`src/rtl/fetch_stage_pkg.sv`:
```
`default_nettype none
// ============================================================================
// Module   : fetch_stage_pkg
// Purpose  : Shared pipeline definitions for the instruction-fetch stage:
//            reset PC default, NOP encoding, instruction field positions,
//            fetch state encoding and a word-alignment helper.
// Ports    : none (package)
// Revision : 1.0 - initial release
// ============================================================================
package fetch_stage_pkg;

  localparam logic [31:0] RESET_PC_DEFAULT = 32'h0000_0000;
  // sll $0,$0,0 encodes as all zeros
  localparam logic [31:0] NOP_WORD         = 32'h0000_0000;

  localparam int RS_MSB = 25;
  localparam int RS_LSB = 21;
  localparam int RT_MSB = 20;
  localparam int RT_LSB = 16;

  typedef enum logic [1:0] {
    ST_RUN   = 2'd0,
    ST_STALL = 2'd1,
    ST_FLUSH = 2'd2
  } fetch_state_t;

  function automatic logic [31:0] word_align(input logic [31:29] hi, input logic [28:2] lo);
    return {hi, lo, 2'b00};
  endfunction

endpackage
`default_nettype wire

```
`src/rtl/fetch_stage_if.sv`:
```
`default_nettype none
// ============================================================================
// Module   : fetch_stage_if
// Purpose  : Bundle of fetch-stage bus signals: hazard holds, branch
//            redirect, instruction-memory port, IF/ID outputs and counters.
// Ports    : modport master - the fetch stage (drives PC, imem_addr, IF/ID)
//            modport slave  - surrounding pipeline / instruction memory
// Revision : 1.0 - initial release
// ============================================================================
interface fetch_stage_if;
  import fetch_stage_pkg::*;

  logic         PCWrite;
  logic         IFIDWrite;
  logic         branch_taken;
  logic [31:0]  branch_target;
  logic [31:0]  imem_addr;
  logic [31:0]  imem_rdata;
  logic [31:0]  pc;
  logic [31:0]  IFID_instr;
  logic [31:0]  IFID_pc4;
  logic         IFID_valid;
  logic [4:0]   IFID_rs;
  logic [4:0]   IFID_rt;
  logic [31:0]  fetch_count;
  logic [15:0]  stall_count;
  fetch_state_t state;

  modport master (
    input  PCWrite, IFIDWrite, branch_taken, branch_target, imem_rdata,
    output imem_addr, pc, IFID_instr, IFID_pc4, IFID_valid, IFID_rs, IFID_rt,
           fetch_count, stall_count, state
  );

  modport slave (
    output PCWrite, IFIDWrite, branch_taken, branch_target, imem_rdata,
    input  imem_addr, pc, IFID_instr, IFID_pc4, IFID_valid, IFID_rs, IFID_rt,
           fetch_count, stall_count, state
  );

endinterface
`default_nettype wire

```
`src/rtl/fetch_stage_ifid_reg.sv`:
```
`default_nettype none
// ============================================================================
// Module   : ifid_reg
// Purpose  : IF/ID pipeline register with hold, flush and valid bit.
// Ports    : clk, rst      - clock, synchronous active-high reset
//            flush         - replace contents with NOP (valid=0)
//            hold          - keep all fields unchanged
//            instr_in/pc4_in - fetched word and its PC+4
//            instr/pc4/valid - registered outputs
//            load          - this edge captures a new valid word
// Revision : 1.0 - initial release
// ============================================================================
module ifid_reg
  import fetch_stage_pkg::*;
(
  input  wire logic        clk,
  input  wire logic        rst,
  input  wire logic        flush,
  input  wire logic        hold,
  input  wire logic [31:0] instr_in,
  input  wire logic [31:0] pc4_in,
  output logic      [31:0] instr,
  output logic      [31:0] pc4,
  output logic             valid,
  output logic             load
);

  // Flush beats hold: a redirect comes from an older instruction.
  assign load = !rst && !flush && !hold;

  always_ff @(posedge clk) begin
    if (rst || flush) begin
      instr <= NOP_WORD;
      pc4   <= 32'h0000_0000;
      valid <= 1'b0;
    end else if (!hold) begin
      instr <= instr_in;
      pc4   <= pc4_in;
      valid <= 1'b1;
    end
  end

endmodule
`default_nettype wire

```
`src/rtl/fetch_stage.sv`:
```
`default_nettype none
// ============================================================================
// Module   : fetch_stage
// Purpose  : MIPS instruction-fetch stage: PC register, next-PC selection,
//            IF/ID register, fetch/stall counters and fetch state.
// Ports    : clk  - rising-edge clock
//            rst  - synchronous active-high reset
//            bus  - fetch_stage_if.master (holds, redirect, imem, IF/ID,
//                   counters, state)
// Params   : RESET_PC - word-aligned PC loaded on reset
// Revision : 1.0 - initial release
// ============================================================================
module fetch_stage
  import fetch_stage_pkg::*;
#(
  parameter logic [31:0] RESET_PC = RESET_PC_DEFAULT
)(
  input  wire logic   clk,
  input  wire logic   rst,
  fetch_stage_if.master bus
);

  logic [31:0]  pc_r;
  logic [31:0]  pc_plus4;
  logic [31:0]  pc_next;
  logic [31:0]  fetch_count_r;
  logic [15:0]  stall_count_r;
  fetch_state_t state_r;
  logic         ifid_load;
  logic         unused_target_bits;

  // Low target bits are forced to zero and never looked at.
  assign unused_target_bits = ^bus.branch_target[1:0];

  // 32-bit modulo increment; wrap past 0xFFFF_FFFC is intentional.
  assign pc_plus4 = pc_r + 32'd4;

  always_comb begin
    pc_next = pc_plus4;
    if (bus.branch_taken) begin
      pc_next = word_align(bus.branch_target[31:29], bus.branch_target[28:2]);
    end else if (bus.PCWrite) begin
      pc_next = pc_r;
    end
  end

  always_ff @(posedge clk) begin
    if (rst) begin
      pc_r <= RESET_PC;
    end else begin
      pc_r <= pc_next;
    end
  end

  ifid_reg u_ifid_reg (
    .clk      (clk),
    .rst      (rst),
    .flush    (bus.branch_taken),
    .hold     (bus.IFIDWrite),
    .instr_in (bus.imem_rdata),
    .pc4_in   (pc_plus4),
    .instr    (bus.IFID_instr),
    .pc4      (bus.IFID_pc4),
    .valid    (bus.IFID_valid),
    .load     (ifid_load)
  );

  always_ff @(posedge clk) begin
    if (rst) begin
      fetch_count_r <= 32'd0;
      stall_count_r <= 16'd0;
    end else begin
      if (ifid_load) begin
        fetch_count_r <= fetch_count_r + 32'd1;
      end
      // A redirect cycle is not a hazard stall even if the hold is raised.
      if (bus.PCWrite && !bus.branch_taken && (stall_count_r != 16'hFFFF)) begin
        stall_count_r <= stall_count_r + 16'd1;
      end
    end
  end

  always_ff @(posedge clk) begin
    if (rst) begin
      state_r <= ST_RUN;
    end else begin
      case (state_r)
        ST_RUN, ST_STALL, ST_FLUSH: begin
          if (bus.branch_taken) begin
            state_r <= ST_FLUSH;
          end else if (bus.PCWrite) begin
            state_r <= ST_STALL;
          end else begin
            state_r <= ST_RUN;
          end
        end
        default: state_r <= ST_RUN;
      endcase
    end
  end

  assign bus.imem_addr   = pc_r;
  assign bus.pc          = pc_r;
  assign bus.IFID_rs     = bus.IFID_instr[RS_MSB:RS_LSB];
  assign bus.IFID_rt     = bus.IFID_instr[RT_MSB:RT_LSB];
  assign bus.fetch_count = fetch_count_r;
  assign bus.stall_count = stall_count_r;
  assign bus.state       = state_r;

endmodule
`default_nettype wire

```
`src/flat_wrapper.sv`:
```
// flat-port wrapper written by rule: the top's interface ports become plain ports
module fetch_stage_flat import fetch_stage_pkg::*;
#(
  parameter logic [31:0] RESET_PC = RESET_PC_DEFAULT
)
  (clk, rst, bus_PCWrite, bus_IFIDWrite, bus_branch_taken, bus_branch_target, bus_imem_rdata, bus_imem_addr, bus_pc, bus_IFID_instr, bus_IFID_pc4, bus_IFID_valid, bus_IFID_rs, bus_IFID_rt, bus_fetch_count, bus_stall_count, bus_state);
  fetch_stage_if bus_i ();
  input  wire logic clk;
  input  wire logic rst;
  input wire logic [$bits(bus_i.PCWrite)-1:0] bus_PCWrite;
  input wire logic [$bits(bus_i.IFIDWrite)-1:0] bus_IFIDWrite;
  input wire logic [$bits(bus_i.branch_taken)-1:0] bus_branch_taken;
  input wire logic [$bits(bus_i.branch_target)-1:0] bus_branch_target;
  input wire logic [$bits(bus_i.imem_rdata)-1:0] bus_imem_rdata;
  output wire logic [$bits(bus_i.imem_addr)-1:0] bus_imem_addr;
  output wire logic [$bits(bus_i.pc)-1:0] bus_pc;
  output wire logic [$bits(bus_i.IFID_instr)-1:0] bus_IFID_instr;
  output wire logic [$bits(bus_i.IFID_pc4)-1:0] bus_IFID_pc4;
  output wire logic [$bits(bus_i.IFID_valid)-1:0] bus_IFID_valid;
  output wire logic [$bits(bus_i.IFID_rs)-1:0] bus_IFID_rs;
  output wire logic [$bits(bus_i.IFID_rt)-1:0] bus_IFID_rt;
  output wire logic [$bits(bus_i.fetch_count)-1:0] bus_fetch_count;
  output wire logic [$bits(bus_i.stall_count)-1:0] bus_stall_count;
  output wire logic [$bits(bus_i.state)-1:0] bus_state;
  assign bus_i.PCWrite = bus_PCWrite;
  assign bus_i.IFIDWrite = bus_IFIDWrite;
  assign bus_i.branch_taken = bus_branch_taken;
  assign bus_i.branch_target = bus_branch_target;
  assign bus_i.imem_rdata = bus_imem_rdata;
  assign bus_imem_addr = bus_i.imem_addr;
  assign bus_pc = bus_i.pc;
  assign bus_IFID_instr = bus_i.IFID_instr;
  assign bus_IFID_pc4 = bus_i.IFID_pc4;
  assign bus_IFID_valid = bus_i.IFID_valid;
  assign bus_IFID_rs = bus_i.IFID_rs;
  assign bus_IFID_rt = bus_i.IFID_rt;
  assign bus_fetch_count = bus_i.fetch_count;
  assign bus_stall_count = bus_i.stall_count;
  assign bus_state = bus_i.state;
  fetch_stage #(.RESET_PC(RESET_PC)) u_core (.clk(clk), .rst(rst), .bus(bus_i));
endmodule
```
`config.mk`:
```
export PLATFORM = sky130hd
export DESIGN_NAME = fetch_stage_flat
export DESIGN_NICKNAME = d
export VERILOG_FILES = /design/src/rtl/fetch_stage_pkg.sv /design/src/rtl/fetch_stage_if.sv /design/src/rtl/fetch_stage_ifid_reg.sv /design/src/rtl/fetch_stage.sv /design/src/flat_wrapper.sv
export SDC_FILE = /design/constraint.sdc
export NUM_CORES = 1
export LEC_CHECK = 0
export CORE_MARGIN = 4
export CORE_UTILIZATION = 49
export DETAILED_ROUTE_END_ITERATION = 8
export PLACE_DENSITY_LB_ADDON = 0.12
export SYNTH_ARGS = -nofsm -noshare
export SYNTH_HDL_FRONTEND = slang
export SYNTH_SLANG_ARGS = --single-unit
```
`constraint.sdc`:
```
create_clock -name clk -period 4.2 [get_ports clk]
set_input_delay 0.63 -clock clk [delete_from_list [all_inputs] [get_ports clk]]
set_output_delay 0.63 -clock clk [all_outputs]
set_load 0.02 [all_outputs]
```
==> results.sh <==
export IMPL_status="finished, final reports clean"
export IMPL_io_pins=258
export IMPL_dieHeight_um=131
export IMPL_detailed_place_hpwl_um=15600
export IMPL_slew_headroom_pct=40.5
export IMPL_synth_largest_area_cell="sky130_fd_sc_hd__dfxtp_1"
export IMPL_maxSlewViolCount=0
export IMPL_totalNegativeSetupSlack_ps=0
export IMPL_cts_hold_buf=0
export IMPL_layout_min_cycle_time_ps=2750
export IMPL_worst_path_max_delay_cell="sky130_fd_sc_hd__nor4_1"
export IMPL_clkPwrFrac_pct=42.0
export IMPL_ctsLongestPathBuffers=2
export IMPL_tritoncts="yes"
export IMPL_dpl_cell_count=1203
export IMPL_vdd_drop_max_mv=0.273
export IMPL_std_cell_rows=44
export IMPL_drt_total_wl_um=22300
export IMPL_setup_worst_path_end_class="flip-flop"
export IMPL_numClockSinks=143
export IMPL_htree_levels=4
export IMPL_grt_pass1_wl_um=34900
export IMPL_p_int_mw=2.44
export IMPL_finalSetupViolCount=0
export IMPL_setup_worst_path_class="reg2reg"
export IMPL_via_per_instance_ratio=5.89
export IMPL_start_util_pct=50.4
export IMPL_finalClockSkew_ps=6.91
export IMPL_maximum_number_of_pins_on_one_net_before_global_route_repair=50
export IMPL_antenna_diode_count=0
export IMPL_library_cell_used_as_clock_root_buffer="sky130_fd_sc_hd__clkbuf_16"
export IMPL_combPwrFrac_pct=14.0
export IMPL_p_leak_nw=3.54
export IMPL_final_period_utilization_pct=65.5
export IMPL_placement_io_buffers=249
export IMPL_critical_path_required_time_ps=4490
export IMPL_synth_area_um2=7380
export IMPL_yosys_register_bits=143
export IMPL_initial_detailed_routing_violation_count=503
export IMPL_worstReg2RegEnd="u_core.u_ifid_reg.pc4[31]$_SDFFE_PP0N_"
export IMPL_die_wd_um=131
export IMPL_grt_remaining_overflow=0
export IMPL_rsz0062_at_grt="false"
export IMPL_final_net_count=1110
export IMPL_post_layout_total_power_mw=3.35
export IMPL_synth_seq_area_share_pct=38.8
export IMPL_synth_yosys_warnings=0
export IMPL_layoutNonFillerInstCount=1233
export IMPL_path_cells="nand3_1 > nor4_1 > a21boi_0 > or3_1"
export IMPL_drt_wirelength_per_cell_um=18.1
export IMPL_max_stage_delay_ps=900
export IMPL_holdPathStages=1
export IMPL_globalRouteTotalUtil_pct=25.6
export IMPL_drv_cap=0
export IMPL_p_switching_uw=904
export IMPL_firstDrtPassIters=5
export IMPL_fin_util_pct=69.1
export IMPL_max_slew_worst_pin_slew_ps=892
export IMPL_cellPowerDensity_nw_per_um2=331
export IMPL_worstPathArrival_ps=3040
export IMPL_cp_max_fo=17
export IMPL_drive_above_1_share_pct=6.77
export IMPL_clk_latency_ps=420
export IMPL_synth_area_per_cell_um2=8.51
export IMPL_floorplan_die_area_um2=17100
export IMPL_setup_worst_path_start_class="flip-flop"
export IMPL_path_clk_slew_ps=60
export IMPL_synth_cells_most_frequent="sky130_fd_sc_hd__dfxtp_1, sky130_fd_sc_hd__nor2_1, sky130_fd_sc_hd__buf_4, sky130_fd_sc_hd__clkbuf_1, sky130_fd_sc_hd__a21oi_1"
export IMPL_count_of_endpoints_failing_hold_in_the_final_timing_report=0
export IMPL_first_global_vias=6748
export IMPL_hold_start="u_core.u_ifid_reg.valid$_SDFFE_PP0N_"
export IMPL_synthesis_instances=867
export IMPL_max_freq_mhz=363
export IMPL_residual_antenna_violating_net_count_after_detailed_routing=0
export IMPL_antenna_violations_before_repair=0
export IMPL_regToRegStartpoint="u_core.bus.imem_addr[6]$_SDFFE_PP0N_"
export IMPL_core_um2=14600
export IMPL_synth_most_common_cell="sky130_fd_sc_hd__dfxtp_1"
export IMPL_postCtsResizedCells=0
export IMPL_register_area_um2=2860
export IMPL_yosys_cell_types_count=62
export IMPL_sw_frac_of_total_pct=27.0
export IMPL_worst_r2r_setup_slack_ps=1450
export IMPL_async_flop_share_pct=0
export IMPL_route_detailed_drc=0
export IMPL_post_cts_setup_inserts=0
export IMPL_fillerInstances=1216
export IMPL_hold_path_endpoint="u_core.u_ifid_reg.valid$_SDFFE_PP0N_"
export IMPL_routabilityCongestion=0.826
export IMPL_synthToLayoutAreaGrowth_pct=37.0
export IMPL_multi_input_comb_area_um2=3860
export IMPL_synth_main_ff_cell="sky130_fd_sc_hd__dfxtp_1"
export IMPL_holdCritPathClass="reg2reg"
export IMPL_timing_reg2reg_worst_path_depth=4
export IMPL_synth_top_cell_area_share_pct=38.8
export IMPL_numCtsBuffers=17
export IMPL_routed_via_count=7258
export IMPL_synthTopCellsByArea="sky130_fd_sc_hd__dfxtp_1, sky130_fd_sc_hd__mux2i_1, sky130_fd_sc_hd__buf_4, sky130_fd_sc_hd__nor2_1, sky130_fd_sc_hd__a21oi_1"
export IMPL_number_of_enable_type_register_cells_in_the_synthesized_netlist=0
export IMPL_seq_power_share_pct=44.1
layout make-up:
type	count	share of cell area, %
tap	184	2.28
inverter	16	0.594
clock inverter	13	1.18
sequential	143	28.3
multi-input combinational	601	38.2
clock buffer	17	4.21
timing repair buffer	259	25.2
power by group through the flow:
stage | Clock, mW | Sequential, mW | Combinational (mW)
5_1_grt | 1.48 | 1.48 | 0.501
3_3_place_gp | 0 | 1.50 | 0.462
3_5_place_dp | 0 | 1.50 | 0.468
4_1_cts | 1.42 | 1.47 | 0.470
2_1_floorplan | 0 | 1.53 | 0.234
6_report | 1.40 | 1.47 | 0.467
routing by layer:
metal / vias up / GRT usage [%] / share of wire [%] / routed length, µm
met5: - / 0 / 0 / 0
met4: 0 / 8.83 / 1.8 / 403
met3: 32 / 7.48 / 9.0 / 2000
met2: 316 / 40.7 / 47 / 10500
met1: 3423 / 33.2 / 42 / 9350
li1: 3487 / - / - / -
metrics by stage:
step	instance area, µm²	hold slack (ps)	setup slack [ps]
2_1_floorplan	7400	541	2030
3_3_place_gp	9570	437	1350
3_5_place_dp	9570	445	1330
4_1_cts	10100	459	1500
5_1_grt	10100	487	1260
6_report	10100	456	1450
layout by cell type, fill, tap and decap left out, types with 7 or more instances in the layout:
master                            synthesis  routed
sky130_fd_sc_hd__o41ai_1                  9       9
sky130_fd_sc_hd__nor2_1                  87      87
sky130_fd_sc_hd__o31ai_1                 18      18
sky130_fd_sc_hd__xor2_1                  13      13
sky130_fd_sc_hd__a211oi_1                19      19
sky130_fd_sc_hd__nand2_1                 39      39
sky130_fd_sc_hd__a21oi_1                 45      45
sky130_fd_sc_hd__nor4_1                  15      15
sky130_fd_sc_hd__nor2b_1                 14      14
sky130_fd_sc_hd__clkdlybuf4s50_1          0     246
sky130_fd_sc_hd__and3_1                  19      19
sky130_fd_sc_hd__clkbuf_16                0      17
sky130_fd_sc_hd__mux2_2                  13      13
sky130_fd_sc_hd__buf_4                   46      10
sky130_fd_sc_hd__mux2i_1                 35      35
sky130_fd_sc_hd__a31oi_1                 13      13
sky130_fd_sc_hd__inv_1                   15      15
sky130_fd_sc_hd__a2111oi_0                7       7
sky130_fd_sc_hd__a311oi_1                 7       7
sky130_fd_sc_hd__xnor2_1                 21      21
sky130_fd_sc_hd__and4_1                  15      15
sky130_fd_sc_hd__nor3_1                  18      18
sky130_fd_sc_hd__o21ai_0                 38      38
sky130_fd_sc_hd__or4_1                   20      20
sky130_fd_sc_hd__dfxtp_1                143     143
sky130_fd_sc_hd__or3_1                   14      14
sky130_fd_sc_hd__nand4_1                 24      24
sky130_fd_sc_hd__nand3_1                 33      33
flip-flops by register name, indices dropped and copies added (netlist names):
| register | cells |
|---|---|
| u_core.u_ifid_reg.instr | 32 |
| u_core.bus.state | 2 |
| u_core.u_ifid_reg.valid | 1 |
| u_core.u_ifid_reg.pc4 | 30 |
| u_core.bus.stall_count | 16 |
| u_core.bus.fetch_count | 32 |
| u_core.bus.imem_addr | 30 |
worst max path at each step:
stage                                         start                                 endpoint  slack [ps]  cells past startpoint
2_1_floorplan                         bus_IFIDWrite  u_core.bus.fetch_count[22]$_SDFFE_PP0P_        2030                      5
3_3_place_gp                          bus_IFIDWrite   u_core.u_ifid_reg.pc4[31]$_SDFFE_PP0N_        1350                      6
3_5_place_dp                          bus_IFIDWrite   u_core.u_ifid_reg.pc4[31]$_SDFFE_PP0N_        1330                      6
4_1_cts        u_core.bus.imem_addr[6]$_SDFFE_PP0N_   u_core.u_ifid_reg.pc4[31]$_SDFFE_PP0N_        1500                      4
5_1_grt        u_core.bus.imem_addr[4]$_SDFFE_PP0N_    u_core.bus.imem_addr[23]$_SDFFE_PP0N_        1260                      4
6_report       u_core.bus.imem_addr[6]$_SDFFE_PP0N_   u_core.u_ifid_reg.pc4[31]$_SDFFE_PP0N_        1450                      4
kinds of logic (layout without fill, tap and decap cells):
group | count (synthesis) | in the layout | synth area share (%)
AO/OA/AOI/OAI | 180 | 180 | 15.9
other | 1 | 6 | 0.0508
AND/OR/NAND/NOR | 330 | 330 | 24.9
adder cells (fa/ha/maj) | 3 | 3 | 0.509
XOR/XNOR | 34 | 34 | 4.04
buffers and inverters | 128 | 305 | 9.10
multiplexers | 48 | 48 | 6.73
flip-flops | 143 | 143 | 38.8
worst max-delay path: cells and delay by family, from the launching register on:
family	cells	cell delay, ps
DFF	1	560
and+or+nand+nor	3	1890
AOI/OAI and AO/OA	1	170
(Power assumes the default switching activity.)
